`src/rtl/regfile_wr_arbiter_if.sv`:
```
// Write-port bundle between the writeback requesters and the register-file
// write arbiter. The master side is the requester group, the slave side is
// the arbiter that owns the single write port.
interface regfile_wr_arbiter_if #(
    parameter int N = 3
);
    logic [N-1:0]    req;
    logic [N-1:0]    lock;
    logic [3*N-1:0]  addr;
    logic [16*N-1:0] data;
    logic [N-1:0]    gnt;
    logic            wr_en;
    logic [2:0]      wr_sel;
    logic [15:0]     wr_data;
    logic            locked;

    modport master (
        output req, lock, addr, data,
        input  gnt, wr_en, wr_sel, wr_data, locked
    );

    modport slave (
        input  req, lock, addr, data,
        output gnt, wr_en, wr_sel, wr_data, locked
    );
endinterface

```
`src/rtl/regfile_wr_arbiter.sv`:
```
// Round-robin arbiter sharing the register-file write port between N
// writeback requesters (ALU, load unit, debug loader). Drives the 3:8
// select decoder and the 16-bit write bus, and supports a bounded lock so
// one requester can issue a back-to-back burst.
module regfile_wr_arbiter #(
    parameter int N        = 3,
    parameter int LOCK_MAX = 8,
    parameter int R0_RO    = 1
) (
    input  logic                 clk,
    input  logic                 rst_n,
    regfile_wr_arbiter_if.slave  bus
);

    typedef enum logic {ARB, LOCK} state_t;

    state_t      state, state_nxt;
    logic [1:0]  ptr, ptr_nxt;
    logic [1:0]  owner, owner_nxt;
    logic [3:0]  lock_cnt, cnt_nxt;
    logic [1:0]  win;
    logic [2:0]  scan_full;
    logic        found;
    logic [N-1:0] gnt_int;
    logic [2:0]  win_addr;
    logic [15:0] win_data;
    logic        wr_en_q;
    logic [2:0]  wr_sel_q;
    logic [15:0] wr_data_q;

    // Step an index forward around the ring of existing requesters.
    function automatic logic [1:0] next_idx(input logic [1:0] x);
        if (int'(x) >= N - 1)
            return 2'd0;
        return x + 2'd1;
    endfunction

    // Pick the requester to grant: the lock owner while locked, otherwise
    // the first active request found scanning upward from the pointer.
    always_comb begin
        found     = 1'b0;
        win       = ptr;
        scan_full = 3'd0;
        if (state == LOCK) begin
            win   = owner;
            found = bus.req[owner];
        end else begin
            for (int k = 0; k < N; k++) begin
                scan_full = {1'b0, ptr} + 3'(k);
                if (int'(scan_full) >= N)
                    scan_full = scan_full - 3'(N);
                if (!found && bus.req[scan_full[1:0]]) begin
                    found = 1'b1;
                    win   = scan_full[1:0];
                end
            end
        end
    end

    // One-hot grant, held off entirely while reset is asserted.
    always_comb begin
        gnt_int = '0;
        if (rst_n && found)
            gnt_int[win] = 1'b1;
    end

    // Route the winner's address and data toward the write registers.
    always_comb begin
        win_addr = bus.addr[3*win +: 3];
        win_data = bus.data[16*win +: 16];
    end

    // Next-state logic for arbitration/lock, pointer and lock counter.
    always_comb begin
        state_nxt = state;
        ptr_nxt   = ptr;
        owner_nxt = owner;
        cnt_nxt   = lock_cnt;
        case (state)
            ARB: begin
                if (found) begin
                    ptr_nxt = next_idx(win);
                    if (bus.lock[win] && LOCK_MAX > 1) begin
                        state_nxt = LOCK;
                        owner_nxt = win;
                        cnt_nxt   = 4'd1;
                    end
                end
            end
            LOCK: begin
                if (found) begin
                    ptr_nxt = next_idx(owner);
                    if (!bus.lock[owner] || (lock_cnt + 4'd1 == 4'(LOCK_MAX))) begin
                        state_nxt = ARB;
                        cnt_nxt   = 4'd0;
                    end else begin
                        cnt_nxt = lock_cnt + 4'd1;
                    end
                end else if (!bus.req[owner] && !bus.lock[owner]) begin
                    state_nxt = ARB;
                    ptr_nxt   = next_idx(owner);
                    cnt_nxt   = 4'd0;
                end
            end
            default: begin
                state_nxt = ARB;
            end
        endcase
    end

    // Control state register.
    always_ff @(posedge clk or negedge rst_n) begin
        if (!rst_n) begin
            state    <= ARB;
            ptr      <= 2'd0;
            owner    <= 2'd0;
            lock_cnt <= 4'd0;
        end else begin
            state    <= state_nxt;
            ptr      <= ptr_nxt;
            owner    <= owner_nxt;
            lock_cnt <= cnt_nxt;
        end
    end

    // Write-port registers: one enable pulse per accept, register 0 suppressed
    // when read-only, select and data held between writes.
    always_ff @(posedge clk or negedge rst_n) begin
        if (!rst_n) begin
            wr_en_q   <= 1'b0;
            wr_sel_q  <= 3'd0;
            wr_data_q <= 16'd0;
        end else if (found) begin
            wr_en_q   <= !((R0_RO != 0) && (win_addr == 3'd0));
            wr_sel_q  <= win_addr;
            wr_data_q <= win_data;
        end else begin
            wr_en_q <= 1'b0;
        end
    end

    assign bus.gnt     = gnt_int;
    assign bus.wr_en   = wr_en_q;
    assign bus.wr_sel  = wr_sel_q;
    assign bus.wr_data = wr_data_q;
    assign bus.locked  = (state == LOCK);

endmodule

```
`src/flat_wrapper.sv`:
```
// flat-port wrapper written by rule: the top's interface ports become plain ports
module regfile_wr_arbiter_flat 
#(
    parameter int N        = 3,
    parameter int LOCK_MAX = 8,
    parameter int R0_RO    = 1
)
  (clk, rst_n, bus_req, bus_lock, bus_addr, bus_data, bus_gnt, bus_wr_en, bus_wr_sel, bus_wr_data, bus_locked);
  regfile_wr_arbiter_if #(.N(N)) bus_i ();
  input  logic clk;
  input  logic rst_n;
  input wire logic [$bits(bus_i.req)-1:0] bus_req;
  input wire logic [$bits(bus_i.lock)-1:0] bus_lock;
  input wire logic [$bits(bus_i.addr)-1:0] bus_addr;
  input wire logic [$bits(bus_i.data)-1:0] bus_data;
  output wire logic [$bits(bus_i.gnt)-1:0] bus_gnt;
  output wire logic [$bits(bus_i.wr_en)-1:0] bus_wr_en;
  output wire logic [$bits(bus_i.wr_sel)-1:0] bus_wr_sel;
  output wire logic [$bits(bus_i.wr_data)-1:0] bus_wr_data;
  output wire logic [$bits(bus_i.locked)-1:0] bus_locked;
  assign bus_i.req = bus_req;
  assign bus_i.lock = bus_lock;
  assign bus_i.addr = bus_addr;
  assign bus_i.data = bus_data;
  assign bus_gnt = bus_i.gnt;
  assign bus_wr_en = bus_i.wr_en;
  assign bus_wr_sel = bus_i.wr_sel;
  assign bus_wr_data = bus_i.wr_data;
  assign bus_locked = bus_i.locked;
  regfile_wr_arbiter #(.N(N), .LOCK_MAX(LOCK_MAX), .R0_RO(R0_RO)) u_core (.clk(clk), .rst_n(rst_n), .bus(bus_i));
endmodule
```
`config.mk`:
```
export PLATFORM = sky130hd
export DESIGN_NAME = regfile_wr_arbiter_flat
export DESIGN_NICKNAME = d
export VERILOG_FILES = /design/src/rtl/regfile_wr_arbiter_if.sv /design/src/rtl/regfile_wr_arbiter.sv /design/src/flat_wrapper.sv
export SDC_FILE = /design/constraint.sdc
export NUM_CORES = 1
export LEC_CHECK = 0
export ABC_AREA = 0
export BUFFER_PORTS_ARGS = -buffer_cell sky130_fd_sc_hd__buf_2
export CELL_PAD_IN_SITES_DETAIL_PLACEMENT = 0
export CELL_PAD_IN_SITES_GLOBAL_PLACEMENT = 1
export CORE_MARGIN = 5
export CORE_UTILIZATION = 37
export CTS_CLUSTER_SIZE = 10
export DETAILED_ROUTE_END_ITERATION = 12
export PLACE_DENSITY_LB_ADDON = 0.05
export SLEW_MARGIN = 25
export SYNTH_ARGS = -nofsm -noshare
export SYNTH_HDL_FRONTEND = slang
export SYNTH_SLANG_ARGS = --single-unit
```
`constraint.sdc`:
```
create_clock -name clk -period 5.36 [get_ports clk]
set_input_delay 1.072 -clock clk [delete_from_list [all_inputs] [get_ports clk]]
set_output_delay 1.072 -clock clk [all_outputs]
set_load 0.01 [all_outputs]
```
==> summary.md, run 1 <==
| Metric | Value |
|---|---|
| Status | `complete, no violations` |
| Adder-cell area share of the yosys netlist | `2.43%` |
| Pre-CTS WS | `1.26 ns` |
| Tmin final | `4.15 ns` |
| Final setup vio count | `0` |
| Final number of max-transition violations | `0` |
| Total gr overflow | `0` |
| Yosys reg bits | `29` |
| Max Fclk | `0.241 GHz` |
| Die height | `84.6 µm` |
| Cell variety after synth | `55` |
| Post-Route Skew | `0.00748 ns` |
| Syn_nets | `291` |
| Layout cell share with drive strength beyond 1 | `41.0%` |
| Max Fanout on Critical Path | `21` |
| Clock tree root buffer cell | `clkbuf_8` |
| Post-synthesis xor/xnor area fraction | `0.851%` |
| Area grow syn2layout | `28.4%` |
| Initial drt markers | `77` |
| Critical path type | `flop to output pin` |
| GRT Resource Usage Total | `15.9%` |
| Worst setup EP type | `output pin` |
| Final TNS setup | `0 ns` |
| PwrDens | `821 nW/µm²` |
| Clock slew at reported path FFs | `0.07 ns` |
| Clk Latency, worst-skew pair | `0.28 ns` |
| Final setup margin | `1.21 ns` |
| H-tree depth | `2` |
| CTS Buf Count | `5` |
| Max-Cap Viols | `0` |
| Final WL | `5.66 mm` |
| Largest net degree at the start of global routing | `32` |
| Net count, final | `375` |
| Asr flop ratio synth | `100%` |
| Antenna Diode Count | `0` |
| Post-DP HPWL | `4.27 mm` |
| Die Wd | `84.6 µm` |
| Post-synthesis mux area share | `3.65%` |
| Largest cells by area after synthesis | `dfrtp_1 35%, a221oi_2 7.3%, nor2_1 5.5%, a21oi_1 4.9%, nand2_1 4.7%` |
| Initial antenna violation count | `0` |
| Worst vdd ir | `0.323 mV` |
| Vias | `1978` |
| Vias in the first global route | `2001` |
| Row count | `27` |
| CTS tree | `built` |
| Crit path required time | `4.29 ns` |
| R2R cell count | `10` |
| LEAKAGE | `1.21 nW` |
| Top FF cell, synth | `dfrtp_1` |
| Die area | `7150 µm²` |
| Buffers on Ports | `88` |
| Antenna viol nets, final | `0` |
| Final hold viol count | `0` |
| Synth area leader | `dfrtp_1` |
| Post-synthesis simple-gate area fraction | `17.7%` |
| Compound-Gate Fraction of Synth Area | `33.3%` |
| Most frequent cells in the layout | `88 x buf_2, 30 x nor2_1, 29 x dfrtp_1` |
| Drt pass-1 iters | `4` |
| Global-route wire length before repair | `9.33 mm` |
| Commonest non-fill, non-tap cell in the layout | `buf_2` |
| Worst min path class | `flop to flop` |
| Slew headroom | `42.6%` |
| Post-CTS Repair Setup Buffers | `0` |
| Share of the synthesized area in the top cell type | `35.3%` |
| Worst setup SP type | `flop` |
| WP data arrival | `3.08 ns` |
| Hold Path Depth | `2` |
| Number of top-level pins | `89` |
| Hold Buf Count CTS | `0` |
| Sequential share of the synthesized area | `35.3%` |
| Final Wtd Congestion | `0.768` |
| WL/cell | `14.9 µm` |
| Core ar. | `5470 µm²` |
| Post-synthesis instance total | `222` |
| Cell area after synthesis | `2060 µm²` |
| Syn avg cell area | `9.27 µm²` |
| Final worst path period share | `77.5%` |
| Largest family of logic cells by synthesized area | `compound AO/OA/AOI/OAI gates` |
| CTS Sinks | `29` |
| Clock buffer depth | `2` |
| DR vias/cell | `5.22` |
| Post-CTS Resized | `0` |
| Post-synth EDFFs | `0` |
| DRC viols | `0` |
| Initial Utilization | `37.6%` |
| RSZ-0062 raised after global routing | `false` |
| Least-Margin Pin Slew | `0.862 ns` |
| Yosys Warn Count | `0` |
-- power by group --
| group | total, mW | internal, mW | switching (mW) |
|---|---|---|---|
| Sequential | 0.430 | 0.343 | 0.0864 |
| Clock | 0.272 | 0.185 | 0.0874 |
| Combinational | 1.47 | 0.604 | 0.864 |
| Total | 2.17 | 1.13 | 1.04 |
-- registers in the layout, indices dropped and copies added (netlist names) --
name and flops:
u_core.bus.wr_sel 3, u_core.bus.locked 1, u_core.bus.wr_en 1, u_core.owner 2, u_core.lock_cnt 4, u_core.bus.wr_data 16, u_core.ptr 2
-- cell usage after synthesis (all sizes together) (4+ instances only) --
cell type	number
nand2	26
nor2	30
ha	4
dfrtp	29
o21ai	8
a221oi	17
buf	9
mux2i	4
a21oi	21
o211ai	4
nor3	4
clkbuf	4
inv	11
a31oi	4
-- per-stage QoR --
stage / power (mW) / hold slack [ns] / std cells / cell area, µm² / util, %
after floorplan: 1.62 / 0.545 / 222 / 2060 / -
after global placement: 1.93 / 0.506 / 371 / 2510 / 45.8
after global routing: 2.37 / 0.550 / 379 / 2640 / 48.3
final: 2.17 / 0.521 / 379 / 2640 / 48.3
after CTS: 2.20 / 0.528 / 379 / 2640 / 48.3
after detailed placement: 1.92 / 0.512 / 371 / 2510 / 45.8
-- per-layer routing --
layer	track usage (%)	share of wire, %
met1	19.7	42
met2	27.0	49
met3	5.00	8.0
met4	3.74	0.88
met5	0	0
-- critical path: stages, from the launching register on --
cell and delay (ns):
dfrtp_1 0.38, inv_1 0.08, ha_1 0.49, mux2i_4 0.34, o32a_4 0.25, a311oi_2 0.11, o31a_1 0.34, nor3_2 0.19
buf_4 0.31, and3_1 0.19, buf_2 0.13
-- cells by family (layout without fill, tap and decap cells) --
logic type,Yosys count,in the layout
adders and majority gates,4,4
muxes,6,6
AOI/OAI and AO/OA,79,79
DFF,29,29
buffers and inverters,25,110
and+or+nand+nor,77,77
xor gates and xnor gates,2,2
-- area by class of cell --
type	count	area [µm²]
clock buffers	5	68.8
clock inverters	3	65.1
fillers	569	2830
inverters	12	45.0
multi-input cells	168	1190
flip-flops and latches	29	726
well taps	72	90.1
repair buffers	90	455
-- worst paths after layout --
kind	to	slack (ns)	from
max	bus_gnt[2]	1.21	u_core.ptr[0]$_DFFE_PN0P_
min	u_core.bus.wr_data[9]$_DFFE_PN0P_	0.52	u_core.bus.wr_data[9]$_DFFE_PN0P_
max reg2reg	u_core.bus.wr_data[4]$_DFFE_PN0P_	2.02	u_core.ptr[0]$_DFFE_PN0P_
min reg2reg	u_core.bus.wr_data[9]$_DFFE_PN0P_	0.52	u_core.bus.wr_data[9]$_DFFE_PN0P_
max in group asynchronous	u_core.bus.wr_data[1]$_DFFE_PN0P_	4.08	rst_n
min in group asynchronous	u_core.bus.wr_data[9]$_DFFE_PN0P_	0.83	rst_n
Power figures use the tool's default switching activity.
==> run 2: changes to the inputs <==
--- a/config.mk
+++ b/config.mk
@@ -10,7 +10,7 @@
 export CELL_PAD_IN_SITES_DETAIL_PLACEMENT = 0
 export CELL_PAD_IN_SITES_GLOBAL_PLACEMENT = 1
 export CORE_MARGIN = 5
-export CORE_UTILIZATION = 37
+export CORE_UTILIZATION = 35
 export CTS_CLUSTER_SIZE = 10
 export DETAILED_ROUTE_END_ITERATION = 12
 export PLACE_DENSITY_LB_ADDON = 0.05
==> constraint.sdc (replaced) <==
create_clock -name clk -period 4.09 [get_ports clk]
set_input_delay 0.818 -clock clk [delete_from_list [all_inputs] [get_ports clk]]
set_output_delay 0.818 -clock clk [all_outputs]
set_load 0.01 [all_outputs]
==> run 2 against run 1 <==
  * Flip-flop and latch count is the same
  * Cell area shrank 0.19%
  * Via count grew 0.61%
  * Sequential power grew 30%
  * Highest routed layer unchanged
  * Total power grew 29%
  * Critical path type unchanged
  * Combinational power grew 37%
  * Worst setup slack lost 0.80 ns
  * Routed wire length grew 4.4%
  * Largest cell class unchanged
==> summary.md, run 2 (synthesis results as in run 1) <==
| Metric | Value |
|---|---|
| Status | `complete, no violations` |
| PwrDens | `1060 nW/µm² (+30%)` |
| Crit-path slowest cell | `ha_1` |
| Final worst path period share | `90.1%` |
| Final Wtd Congestion | `0.835 (+8.8%)` |
| Largest net degree at the start of global routing | `21 (-34%)` |
| Buffers on Ports | `88 (unchanged)` |
| H-tree depth | `2 (unchanged)` |
| Worst setup SP type | `flop` |
| Max incr delay on CP | `0.53 ns (+0.04 ns)` |
| Worst min path class | `input pin to async pin` |
| Initial drt markers | `47 (-39%)` |
| LEAKAGE | `1.22 nW (+0.25%)` |
| Max Fclk | `0.272 GHz` |
| CP Cell Sequence | `inv_1 > ha_1 > mux2i_4 > o32ai_2 > nor3_1 > nor3_2 > nor3_4 > and3_1 > buf_2` |
| Max Fanout on Critical Path | `10 (-52%)` |
| Post-DP HPWL | `4.46 mm (+4.4%)` |
| Layout cell share with drive strength beyond 1 | `41.3% (+0.30 points)` |
| Global-route wire length before repair | `9.99 mm (+7.1%)` |
| Die height | `86.7 µm (+2.5%)` |
| Core ar. | `5820 µm² (+6.3%)` |
| CTS tree | `built` |
| CP top delay family | `simple AND/OR/NAND/NOR gates` |
| Least-Margin Pin Slew | `0.704 ns (-0.158 ns)` |
| Row count | `28 (+3.7%)` |
| Tmin final | `3.68 ns` |
| Reg2Reg Capture Point | `u_core.bus.wr_data[3]$_DFFE_PN0P_` |
| FF-to-FF setup slack | `0.76 ns (-1.26 ns)` |
| DR vias/cell | `5.14 (-1.5%)` |
| Max-Cap Viols | `0 (unchanged)` |
| Commonest non-fill, non-tap cell in the layout | `buf_2` |
| Clock tree root buffer cell | `clkbuf_8` |
| Net count, final | `380 (+1.3%)` |
| Worst setup EP type | `output pin` |
| WL/cell | `15.3 µm (+2.3%)` |
| Final hold viol count | `0 (unchanged)` |
| Post-Route Skew | `0.00857 ns (+0.00109 ns)` |
| Final setup vio count | `0 (unchanged)` |
| Post-CTS Repair Setup Buffers | `0 (unchanged)` |
| Setup crit start | `u_core.ptr[0]$_DFFE_PN0P_` |
| Post-CTS Resized | `0 (unchanged)` |
| FF-to-FF Start | `u_core.ptr[0]$_DFFE_PN0P_` |
| Initial antenna violation count | `0 (unchanged)` |
| Number of top-level pins | `89 (unchanged)` |
| GRT Resource Usage Total | `16.8% (+0.91 points)` |
| Antenna Diode Count | `0 (unchanged)` |
| Die area | `7510 µm² (+5.0%)` |
| Vias in the first global route | `2111 (+5.5%)` |
| Drt pass-1 iters | `4 (unchanged)` |
| Crit path required time | `3.27 ns (-1.02 ns)` |
| CTS Buf Count | `5 (unchanged)` |
| Area grow syn2layout | `28.1%` |
| Hold Buf Count CTS | `0 (unchanged)` |
| Most frequent cells in the layout | `88 x buf_2, 30 x nor2_1, 29 x dfrtp_1` |
| Clk Latency, worst-skew pair | `0.28 ns (about the same)` |
| WP buf/inv | `2 (-1)` |
| Antenna viol nets, final | `0 (unchanged)` |
| RSZ-0062 raised after global routing | `false` |
| Total gr overflow | `0 (unchanged)` |
| Initial Utilization | `35.4% (-2.2 points)` |
| Slew headroom | `53.1% (+11 points)` |
| Vias | `1990 (+0.61%)` |
| WP data arrival | `2.87 ns (-0.21 ns)` |
| Clock buffer depth | `2 (unchanged)` |
| Final number of max-transition violations | `0 (unchanged)` |
| R2R cell count | `10 (unchanged)` |
| Worst vdd ir | `0.354 mV (+9.8%)` |
| Die Wd | `86.7 µm (+2.5%)` |
| Critical path type | `flop to output pin` |
| Max FFs per register | `16 (unchanged)` |
| Final WL | `5.91 mm (+4.4%)` |
| CP Depth | `9 (-1)` |
| Clock slew at reported path FFs | `0.07 ns (about the same)` |
| Overall power | `2.81 mW (+29%)` |
| Final TNS setup | `0 ns (unchanged)` |
| DRC viols | `0 (unchanged)` |
| CTS Sinks | `29 (unchanged)` |
run 2: how the worst max path moves through the flow:
stage / end
global placement: bus_gnt[2]
detailed placement: bus_gnt[2]
CTS: bus_gnt[2]
floorplan: bus_gnt[2]
global route: bus_gnt[2]
finish: bus_gnt[2]
run 2: where the power goes:
part	total, mW	internal, mW	switching, mW	leakage [nW]
Sequential	0.557	0.450	0.107	0.349
Clock	0.227	0.118	0.109	0.0450
Combinational	2.02	0.842	1.18	0.822
run 2: cell type report:
type / count / area (µm²)
Tap cell: 75 / 93.8
Multi-Input combinational cell: 168 / 1200
Clock buffer: 6 / 72.6
Fill cell: 624 / 3180
Sequential cell: 29 / 726
Timing Repair Buffer: 95 / 493
Clock inverter: 2 / 10.0
Inverter: 12 / 45.0
run 2: routing by layer:
metal / track usage [%] / vias to the layer above / part of all wire (%) / wire length (µm)
li1: - / 1000 / - / -
met1: 21.4 / 921 / 42 / 2470
met2: 28.0 / 61 / 49 / 2910
met3: 5.04 / 8 / 7.6 / 450
met4: 4.25 / 0 / 1.2 / 73
met5: 0 / - / 0 / 0
run 2: metrics by stage:
stage	setup slack [ns]	hold WS (ns)	util (%)	area, µm²	std cells
global route	0.165	0.469	45.4	2640	387
floorplan	0.829	0.522	-	2060	222
finish	0.407	0.458	45.4	2640	387
detailed placement	0.703	0.512	43.9	2550	379
global placement	0.751	0.504	43.9	2550	379
CTS	0.386	0.454	45.4	2640	387
